===== config.mk =====
export PLATFORM = sky130hd
export DESIGN_NAME = axi_rd_arbiter
export DESIGN_NICKNAME = d
export VERILOG_FILES = /design/src/rtl/axi_rd_arbiter_pkg.sv /design/src/rtl/axi_pending_ctr.sv /design/src/rtl/axi_rd_arbiter.sv
export SDC_FILE = /design/constraint.sdc
export NUM_CORES = 1
export LEC_CHECK = 0
export ABC_AREA = 1
export ABC_CLOCK_PERIOD_IN_PS = 1800
export CORE_UTILIZATION = 34
export CTS_CLUSTER_DIAMETER = 100
export DETAILED_ROUTE_END_ITERATION = 16
export GPL_ROUTABILITY_DRIVEN = 1
export PLACE_DENSITY = 0.79
export SETUP_SLACK_MARGIN = 0.4
export SYNTH_ARGS = -nofsm -noshare
export SYNTH_HDL_FRONTEND = slang
export SYNTH_SLANG_ARGS = --single-unit
export TNS_END_PERCENT = 50

===== constraint.sdc =====
create_clock -name clock -period 1.8 [get_ports clock]
set_clock_uncertainty 0.15 [all_clocks]
set_input_delay 0.27 -clock clock [delete_from_list [all_inputs] [get_ports clock]]
set_output_delay 0.27 -clock clock [all_outputs]
set_load 0.02 [all_outputs]

===== src/rtl/axi_rd_arbiter_pkg.sv =====
// Shared definitions for the two-source AXI4 read-address arbiter.
// Holds FSM encodings, AXI burst/response constants and a state helper.
package axi_rd_arbiter_pkg;

    typedef enum logic [1:0] {
        StIdle   = 2'd0,
        StIssue0 = 2'd1,
        StIssue1 = 2'd2
    } arb_state_e;

    localparam logic [1:0] BURST_FIXED = 2'b00;
    localparam logic [1:0] BURST_INCR  = 2'b01;
    localparam logic [1:0] BURST_WRAP  = 2'b10;

    localparam logic [1:0] RESP_OKAY   = 2'b00;

    function automatic arb_state_e issue_state(input logic src);
        return src ? StIssue1 : StIssue0;
    endfunction

endpackage


===== src/rtl/axi_pending_ctr.sv =====
// Outstanding-burst counter for one source: counts accepted AR bursts minus
// completed R bursts, saturating at 0 and flagging an underflow.
module axi_pending_ctr
    import axi_rd_arbiter_pkg::*;
#(
    parameter int unsigned MAX_PENDING = 4,
    parameter int unsigned CW          = $clog2(MAX_PENDING + 1)
) (
    input  logic          clock,
    input  logic          reset_n,
    input  logic          inc,
    input  logic          dec,
    output logic [CW-1:0] count,
    output logic          full,
    output logic          underflow
);

    logic [CW-1:0] cnt_q, cnt_d;

    always_comb begin
        cnt_d     = cnt_q;
        underflow = 1'b0;
        if (inc && !dec) begin
            if (cnt_q != CW'(MAX_PENDING)) begin
                cnt_d = cnt_q + 1'b1;
            end
        end else if (dec && !inc) begin
            if (cnt_q == '0) begin
                underflow = 1'b1;
            end else begin
                cnt_d = cnt_q - 1'b1;
            end
        end
    end

    always_ff @(posedge clock or negedge reset_n) begin
        if (!reset_n) begin
            cnt_q <= '0;
        end else begin
            cnt_q <= cnt_d;
        end
    end

    assign count = cnt_q;
    assign full  = (cnt_q >= CW'(MAX_PENDING));

endmodule


===== src/rtl/axi_rd_arbiter.sv =====
// Round-robin merge of two AXI4 read sources onto one controller read port.
// AR is arbitrated through a registered FSM; R is routed back by the top ID bit.
module axi_rd_arbiter
    import axi_rd_arbiter_pkg::*;
#(
    parameter int unsigned ADDRS       = 27,
    parameter int unsigned REQID       = 4,
    parameter int unsigned WIDTH       = 32,
    parameter int unsigned MAX_PENDING = 4
) (
    input  logic               clock,
    input  logic               reset_n,

    input  logic               s0_arvalid,
    output logic               s0_arready,
    input  logic [ADDRS-1:0]   s0_araddr,
    input  logic [REQID-1:0]   s0_arid,
    input  logic [7:0]         s0_arlen,
    input  logic [1:0]         s0_arburst,
    output logic               s0_rvalid,
    input  logic               s0_rready,
    output logic               s0_rlast,
    output logic [1:0]         s0_rresp,
    output logic [REQID-1:0]   s0_rid,
    output logic [WIDTH-1:0]   s0_rdata,

    input  logic               s1_arvalid,
    output logic               s1_arready,
    input  logic [ADDRS-1:0]   s1_araddr,
    input  logic [REQID-1:0]   s1_arid,
    input  logic [7:0]         s1_arlen,
    input  logic [1:0]         s1_arburst,
    output logic               s1_rvalid,
    input  logic               s1_rready,
    output logic               s1_rlast,
    output logic [1:0]         s1_rresp,
    output logic [REQID-1:0]   s1_rid,
    output logic [WIDTH-1:0]   s1_rdata,

    output logic               m_arvalid,
    input  logic               m_arready,
    output logic [ADDRS-1:0]   m_araddr,
    output logic [REQID:0]     m_arid,
    output logic [7:0]         m_arlen,
    output logic [1:0]         m_arburst,
    input  logic               m_rvalid,
    output logic               m_rready,
    input  logic               m_rlast,
    input  logic [1:0]         m_rresp,
    input  logic [REQID:0]     m_rid,
    input  logic [WIDTH-1:0]   m_rdata
);

    localparam int unsigned CntW = $clog2(MAX_PENDING + 1);

    arb_state_e         state_q, state_d;
    logic               m_arvalid_q, m_arvalid_d;
    logic [ADDRS-1:0]   m_araddr_q, m_araddr_d;
    logic [REQID:0]     m_arid_q, m_arid_d;
    logic [7:0]         m_arlen_q, m_arlen_d;
    logic [1:0]         m_arburst_q, m_arburst_d;
    logic               s0_arready_q, s0_arready_d;
    logic               s1_arready_q, s1_arready_d;
    logic               rr_last_q, rr_last_d;
    logic               err_q, err_d;

    logic [CntW-1:0]    pend0, pend1;
    logic               full0, full1, uf0, uf1;
    logic               elig0, elig1, grant_src;
    logic               ar_hs, r_done, r_sel;

    assign elig0     = s0_arvalid && !full0;
    assign elig1     = s1_arvalid && !full1;
    // Tie goes to whichever source did not win last time.
    assign grant_src = (elig0 && elig1) ? ~rr_last_q : elig1;

    assign ar_hs  = m_arvalid_q && m_arready;
    assign r_sel  = m_rid[REQID];
    assign r_done = m_rvalid && m_rready && m_rlast;

    always_comb begin
        state_d      = state_q;
        m_arvalid_d  = m_arvalid_q;
        m_araddr_d   = m_araddr_q;
        m_arid_d     = m_arid_q;
        m_arlen_d    = m_arlen_q;
        m_arburst_d  = m_arburst_q;
        s0_arready_d = 1'b0;
        s1_arready_d = 1'b0;
        rr_last_d    = rr_last_q;
        err_d        = err_q | uf0 | uf1;

        case (state_q)
            StIdle: begin
                if (elig0 || elig1) begin
                    state_d     = issue_state(grant_src);
                    m_arvalid_d = 1'b1;
                    rr_last_d   = grant_src;
                    if (grant_src) begin
                        m_araddr_d   = s1_araddr;
                        m_arid_d     = {1'b1, s1_arid};
                        m_arlen_d    = s1_arlen;
                        m_arburst_d  = s1_arburst;
                        s1_arready_d = 1'b1;
                    end else begin
                        m_araddr_d   = s0_araddr;
                        m_arid_d     = {1'b0, s0_arid};
                        m_arlen_d    = s0_arlen;
                        m_arburst_d  = s0_arburst;
                        s0_arready_d = 1'b1;
                    end
                end
            end
            StIssue0, StIssue1: begin
                if (m_arready) begin
                    state_d     = StIdle;
                    m_arvalid_d = 1'b0;
                end
            end
            default: begin
                state_d     = StIdle;
                m_arvalid_d = 1'b0;
            end
        endcase
    end

    always_ff @(posedge clock or negedge reset_n) begin
        if (!reset_n) begin
            state_q      <= StIdle;
            m_arvalid_q  <= 1'b0;
            m_araddr_q   <= '0;
            m_arid_q     <= '0;
            m_arlen_q    <= '0;
            m_arburst_q  <= '0;
            s0_arready_q <= 1'b0;
            s1_arready_q <= 1'b0;
            rr_last_q    <= 1'b1;
            err_q        <= 1'b0;
        end else begin
            state_q      <= state_d;
            m_arvalid_q  <= m_arvalid_d;
            m_araddr_q   <= m_araddr_d;
            m_arid_q     <= m_arid_d;
            m_arlen_q    <= m_arlen_d;
            m_arburst_q  <= m_arburst_d;
            s0_arready_q <= s0_arready_d;
            s1_arready_q <= s1_arready_d;
            rr_last_q    <= rr_last_d;
            err_q        <= err_d;
        end
    end

    axi_pending_ctr #(
        .MAX_PENDING (MAX_PENDING),
        .CW          (CntW)
    ) u_pend0 (
        .clock     (clock),
        .reset_n   (reset_n),
        .inc       (ar_hs && !m_arid_q[REQID]),
        .dec       (r_done && !r_sel),
        .count     (pend0),
        .full      (full0),
        .underflow (uf0)
    );

    axi_pending_ctr #(
        .MAX_PENDING (MAX_PENDING),
        .CW          (CntW)
    ) u_pend1 (
        .clock     (clock),
        .reset_n   (reset_n),
        .inc       (ar_hs && m_arid_q[REQID]),
        .dec       (r_done && r_sel),
        .count     (pend1),
        .full      (full1),
        .underflow (uf1)
    );

    assign m_arvalid  = m_arvalid_q;
    assign m_araddr   = m_araddr_q;
    assign m_arid     = m_arid_q;
    assign m_arlen    = m_arlen_q;
    assign m_arburst  = m_arburst_q;
    assign s0_arready = s0_arready_q;
    assign s1_arready = s1_arready_q;

    // R path is purely combinational so it keeps flowing even while held in reset.
    assign m_rready  = r_sel ? s1_rready : s0_rready;
    assign s0_rvalid = m_rvalid && !r_sel;
    assign s1_rvalid = m_rvalid && r_sel;
    assign s0_rlast  = m_rlast;
    assign s1_rlast  = m_rlast;
    assign s0_rresp  = m_rresp;
    assign s1_rresp  = m_rresp;
    assign s0_rid    = m_rid[REQID-1:0];
    assign s1_rid    = m_rid[REQID-1:0];
    assign s0_rdata  = m_rdata;
    assign s1_rdata  = m_rdata;

endmodule


# After elaboration in Yosys (flattened, before gate mapping)

Index checks and enable logic that the tools add are counted.

Multiplexer cells: 27
Bitwise logic cells: 1
$lt $le $gt $ge: 2
Reduce and logical (&&, ||, !) cells: 35
$add $sub $neg: 4
Equality and inequality tests: 10

Operators with widths:

| operator                                              | count |
|---|---|
| 2-to-1 mux 27 bit                                     | 1 |
| 2-to-1 mux 3 bit                                      | 8 |
| logical AND 1 bit                                     | 16 |
| 2-to-1 mux 1 bit                                      | 10 |
| zero test 1 bit                                       | 8 |
| 2-to-1 mux 2 bit                                      | 4 |
| 2-to-1 mux 8 bit                                      | 1 |
| inequality test 2 bit, second input constant          | 4 |
| adder 3 x 1 -> 3 bit, second input constant           | 2 |
| >= comparator 3 bit, second input constant            | 2 |
| zero test 3 bit                                       | 2 |
| inequality test 3 bit, second input constant          | 2 |
| AND reduction 3 bit                                   | 2 |
| subtractor 3 x 1 -> 3 bit, second input constant      | 2 |
| 2-to-1 mux 5 bit                                      | 1 |
| inequality test 2 x 1 -> 1 bit, second input constant | 2 |
| case mux 2 bit (2 select lines)                       | 1 |
| AND reduction 2 bit                                   | 2 |
| nonzero test 2 bit                                    | 2 |
| equality test 2 x 1 -> 1 bit, second input constant   | 1 |
| equality test 2 bit, second input constant            | 1 |
| zero test 2 bit                                       | 1 |
| case mux 1 bit (2 select lines)                       | 1 |
| OR reduction 2 bit                                    | 1 |
| other kinds (2)                                       | 2 |

Logic and storage cells: 90
Input port bits: 130
Bits in registers: 54
Output and inout port bits: 126

# Depth between registers and ports, before layout

Word-level depth: 8
Mapped depth: 14
Gate-level depth less buffers: 14

# Hierarchy

Synthesis repeated with hierarchy kept, for this count alone.

Cell total of the unflattened synthesis: 529
Area, all modules: 3,697.3 um^2

Modules (own cells, without submodules):

| module          | area an instance (um^2) | seq. area each (um^2) | instances | cells each |
|---|---|---|---|---|
| axi_rd_arbiter  | 3,164.3                 | 1,202.4               | 1         | 439 |
| axi_pending_ctr | 266.5                   | 75.1                  | 2         | 45 |

# Worst setup path after synthesis

Ideal clock, no wire load.

Path kind: reg2reg
Start point: reg m_arvalid_q, in the netlist m_arvalid
End point: reg u_pend1.cnt_q[2], in the netlist u_pend1.count[2]
Stages on the path, launching flop included: 13
Clock period less this slack: 1,718 ps
Required time: 1,533 ps
Library setup time: 117 ps
Buffers on the path: 0
Path slack: 82 ps
Arrival time: 1,451 ps
Path through: dfrtp_1 nand2_1 nor2_2 nand2_1 inv_1 nand2_1 nand2_1 inv_1 ha_1 a21oi_1 nand2_1 nand3_1 nand2_1

Word-level cells in the longest chain between the ends: 6
Elaborated cells on any way between the ends: 10
Classes of those cells: eq/ne (2); mux (1); reduce/logical (7)

RTL lines:

| item                                 | RTL line              | RTL |
|---|---|---|
| from (decl)                          | axi_rd_arbiter.sv:57  | `logic m_arvalid_q, m_arvalid_d;` |
| from (signal assigned)               | axi_rd_arbiter.sv:141 | `m_arvalid_q <= m_arvalid_d;` |
| logical AND 1 bit (*)                | axi_rd_arbiter.sv:77  | `assign ar_hs = m_arvalid_q && m_arready;` |
| logical AND 1 bit (*)                | axi_rd_arbiter.sv:172 | `.inc (ar_hs && m_arid_q[REQID]),` |
| zero test 1 bit                      | axi_pending_ctr.sv:27 | `end else if (dec && !inc) begin` |
| logical AND 1 bit                    | axi_pending_ctr.sv:27 |  |
| nonzero test 2 bit (no source line)  | -                     |  |
| AND reduction 3 bit (no source line) | -                     |  |
| to (signal assigned)                 | axi_pending_ctr.sv:40 | `cnt_q <= cnt_d;` |
| to (decl)                            | axi_pending_ctr.sv:18 | `logic [CW-1:0] cnt_q, cnt_d;` |

Mark *: on every way between the ends. The rest lies on a longest branch, timed or not.
A chain may end at the register's enable or synchronous reset.

# Final worst setup path

Start point: reg rr_last_q
End point: reg m_araddr_q[7], in the netlist m_araddr[7]

Word-level cells in the longest chain between the ends: 3

RTL lines:

| item                   | RTL line              | RTL |
|---|---|---|
| from (decl)            | axi_rd_arbiter.sv:64  | `logic rr_last_q, rr_last_d;` |
| from (signal assigned) | axi_rd_arbiter.sv:148 | `rr_last_q <= rr_last_d;` |
| inverter 1 bit         | axi_rd_arbiter.sv:75  | `assign grant_src = (elig0 && elig1) ? ~rr_last_q : elig1;` |
| 2-to-1 mux 1 bit       | axi_rd_arbiter.sv:75  |  |
| 2-to-1 mux 27 bit      | axi_rd_arbiter.sv:99  | `if (grant_src) begin` |
| to (signal assigned)   | axi_rd_arbiter.sv:142 | `m_araddr_q <= m_araddr_d;` |
| to (decl)              | axi_rd_arbiter.sv:58  | `logic [ADDRS-1:0] m_araddr_q, m_araddr_d;` |

No other way between the ends.

==> out/summary.md <==
The overall die area is 9880 sq um. The TritonCTS sink count was 54. The headroom to the max-slew limit came out at 63.60%.

The detailed placement HPWL was 6097 um. The top-area cell type share of the netlist area works out to 41.12%. For the placeable core region, the log shows 9196 sq um. The run gives 0 ns as the accumulated negative setup slack. When the netlist entered floorplanning its net count stood at 554. Setup violations remaining at the end of the flow were counted as 0. In the final layout, flip-flops and latches occupy 1356 sq um.

The first global-routing pass estimated 13100 um of wire. The number of different library cells in the post-synthesis netlist is 20. The netlist area before placement is 3226 sq um. The tools report the nature of the critical path startpoint as a flip-flop. No sink is reached through more buffers than the 2 on the longest clock path.

Once layout is done, the placed cells without fillers occupy 5354 sq um. The detail route stage leaves a number of antenna-violating nets equal to 0. The final layout contains routed wiring with a total length of 10400 um.

For this block, the initial DRC count from the detailed router was 54. Dividing the detail-routed wire length by the instance count gives 16.35 um. The flow ran to the end, and the final reports show no timing, DRC or antenna violations.

In this run the clock root is driven by a sky130_fd_sc_hd__clkbuf_8. In this run, synthesis produced a sequential element count of 54. After clock tree synthesis, the clock-pin slew on the worst setup and hold paths is 0.10 ns. The tools report the initial antenna violation count as 0. Cell type with the highest aggregate area in the netlist: sky130_fd_sc_hd__dfrtp_1. Global routing used 16.64% of the available tracks across all layers.

Counting the fill cells in the layout gives 773. After detailed routing, the number of vias per cell comes to 4.805. The transition at the pin with the smallest max-transition slack was 0.5459 ns.

The standard-cell row count was 35; the clock latency on the worst-skew pair was 0.30 ns. For this run the aggregate overflow at the end of global routing stands at 0. Dividing total power by cell area gives a power density of 1710 nW/um^2. The logs give 1632 sq um for the area used by multi-input combinational logic and 4 for the number of detailed-route iterations in the first pass. The number of buffers inserted by port buffering works out to 141.

The run gives 657 as the final net count. Of the available clock period, the critical path in the final layout requires 88.90%. The clock period minus final worst setup slack is 1.600 ns, and the arrival time of the worst setup path is 1.70 ns. The top fanout value on the critical path was 8. TritonCTS buffer count: 5. Cells fill 58.22% of the core in the end. The area overhead of the layout relative to synthesis was 65.98%. TritonCTS built the clock tree. The number of instances in the placed design was 594; the total vias in the final route was 3056. Routability-driven placement finished with a final weighted congestion of 0.7027. IR analysis of the VDD net gives a maximum drop of 0.0007860 V. The critical path is of the reg2reg type. The worst setup path is captured at a flip-flop. The average cell area after synthesis is 7.662 sq um, and the cell area after placement is 4268 sq um. The floorplan die height was 99.40 um. The count of pins over their slew limit was 0. For the worst setup path, the data required time is 1.90 ns. For this run, design rule violations remaining after detail routing come to 0. Entering global routing, the biggest net connects 35 pins. Sequential cells were found to cover 41.93% of the synthesized design area. The width of the chip was 99.40 um.

The tools report the count of warnings emitted by yosys as 0. Setup repair after global routing could not meet its margin everywhere. Synthesis produced 421 cells. The max-cap violation count came out at 0. The share of post-route cells with drive strength above 1 was 42.29%; the via count of the first global-routing pass was 2906. The deepest level of the CTS H-tree came out at 2. For this configuration, the core starts out at a cell density of 35.07%. The number of antenna diodes in the final layout is 0.

For this design the static power due to leakage is 2.708 nW. The number of standard cells in the layout, taps in and fillers out came out at 636. The tightest min-delay check is of the in2async type.

The number of I/O pins was 256. For this run, the top clock speed supported by timing is 0.6249 GHz. Final hold violation count: 0. In the post-synthesis netlist, the biggest area contributors are sky130_fd_sc_hd__dfrtp_1 (41%), sky130_fd_sc_hd__nand2_1 (19%), sky130_fd_sc_hd__buf_4 (18%).
[per-stage QoR]
step / power (mW) / setup slack, ns / hold WS [ns]
finish: 9.153 / 0.1998 / 0.3211
global route: 9.736 / 0.08742 / 0.3394
CTS: 7.406 / 0.1994 / 0.3353
detailed placement: 6.589 / -0.3167 / 0.1463
global placement: 6.457 / -0.1919 / 0.1414
floorplan: 4.949 / 0.2107 / -0.1756
[where the power goes]
group / internal, mW / total [mW] / switching, mW
Combinational: 2.79 / 6.06 / 3.26
Sequential: 1.86 / 2.27 / 0.414
Clock: 0.411 / 0.824 / 0.413
Total: 5.07 / 9.15 / 4.09
[flip-flops by register name, summed over array words and instances, names as in the netlist]
register	count
m_araddr	27
m_arlen	8
m_arid	5
u_pend0.count	3
u_pend1.count	3
m_arburst	2
state_q	2
m_arvalid	1
rr_last_q	1
s0_arready	1
s1_arready	1
[Yosys cell counts]
cell type and n:
sky130_fd_sc_hd__o22ai_1 1, sky130_fd_sc_hd__ha_1 3, sky130_fd_sc_hd__buf_4 78, sky130_fd_sc_hd__nand3_2 1, sky130_fd_sc_hd__inv_2 4, sky130_fd_sc_hd__dfrtp_1 53
sky130_fd_sc_hd__buf_2 8, sky130_fd_sc_hd__dfstp_2 1, sky130_fd_sc_hd__nand3_1 51, sky130_fd_sc_hd__buf_6 4, sky130_fd_sc_hd__nand2_4 2, sky130_fd_sc_hd__a21oi_1 2
sky130_fd_sc_hd__inv_1 24, sky130_fd_sc_hd__nor2_2 3, sky130_fd_sc_hd__xor2_1 2, sky130_fd_sc_hd__nor2_1 7, sky130_fd_sc_hd__nand2_1 166, sky130_fd_sc_hd__nor2_8 1
sky130_fd_sc_hd__o21ai_1 1, sky130_fd_sc_hd__o21ai_0 9
[kinds of logic after synthesis]
group	Yosys count	share of synthesized area, %
compound gates	13	2.056
xor+xnor	2	0.5432
fa+ha+maj	3	1.164
buf+inv	118	24.05
flops	54	41.93
simple gates	231	30.26
[per-layer routing]
metal / part of all wire (%) / up-vias / global-route usage (%)
li1: - / 1430 / -
met1: 38 / 1438 / 18.67
met2: 52 / 155 / 29.97
met3: 7.3 / 33 / 5.060
met4: 3.0 / 0 / 5.543
met5: 0 / - / 0
[worst max-delay path, cell delays in order (launching register included)]
cell and delay (ns):
sky130_fd_sc_hd__dfstp_2 0.55, sky130_fd_sc_hd__nand3_2 0.08, sky130_fd_sc_hd__nand2_4 0.13, sky130_fd_sc_hd__inv_6 0.05, sky130_fd_sc_hd__nor2_8 0.23, sky130_fd_sc_hd__clkbuf_16 0.24, sky130_fd_sc_hd__nand2_4 0.05, sky130_fd_sc_hd__nand3_2 0.06
[placed cells by master, fill, tap and decap left out, types with 3 or more instances in the layout]
master,instances
sky130_fd_sc_hd__nand2_1,101
sky130_fd_sc_hd__clkdlybuf4s50_1,84
sky130_fd_sc_hd__dfrtp_1,50
sky130_fd_sc_hd__clkdlybuf4s15_2,36
sky130_fd_sc_hd__nand2_4,34
sky130_fd_sc_hd__nand2_2,33
sky130_fd_sc_hd__nand3_2,31
sky130_fd_sc_hd__buf_4,22
sky130_fd_sc_hd__nand3_1,21
sky130_fd_sc_hd__inv_1,16
sky130_fd_sc_hd__dlygate4sd2_1,12
sky130_fd_sc_hd__inv_2,8
sky130_fd_sc_hd__clkbuf_16,8
sky130_fd_sc_hd__nor2_1,7
sky130_fd_sc_hd__buf_6,7
sky130_fd_sc_hd__buf_2,7
sky130_fd_sc_hd__buf_12,6
sky130_fd_sc_hd__o21ai_1,5
sky130_fd_sc_hd__clkbuf_8,5
sky130_fd_sc_hd__nor2_4,3
sky130_fd_sc_hd__inv_4,3
sky130_fd_sc_hd__o21ai_2,3
sky130_fd_sc_hd__dfrtp_2,3
[cell type report]
type | instances | area share (%)
repair buffers | 186 | 37.37
multi-input cells | 249 | 30.47
flip-flops and latches | 54 | 25.33
well taps | 111 | 2.594
inverters | 28 | 2.197
clock buffers | 5 | 1.285
clock inverters | 3 | 0.7478
[worst paths after layout]
kind | from | endpoint | slack [ns] | cells past startpoint
worst min-delay path | reset_n | m_arburst[1]$_DFFE_PN0P_ | 0.32 | 2
worst max-delay path | rr_last_q$_DFFE_PN1P_ | m_araddr[7]$_DFFE_PN0P_ | 0.20 | 7
worst min register to register | rr_last_q$_DFFE_PN1P_ | rr_last_q$_DFFE_PN1P_ | 0.34 | 2
worst max register to register | rr_last_q$_DFFE_PN1P_ | m_araddr[7]$_DFFE_PN0P_ | 0.20 | 7
max in group asynchronous | reset_n | m_arlen[3]$_DFFE_PN0P_ | 0.60 | 3
min in group clock | rr_last_q$_DFFE_PN1P_ | rr_last_q$_DFFE_PN1P_ | 0.34 | 2
[timing repair]
item / 4_1_cts / 5_1_grt
gates cloned: 0 / 11
resized for setup: 166 / 147
buffers inserted: 10 / 12
endpoints found under the setup margin: 102 / 97
hold buffers: 1 / 0
pin swaps: 8 / 32
hold endpoints to repair: 20 / 0
Note: power is estimated with default switching activity, not from simulation.
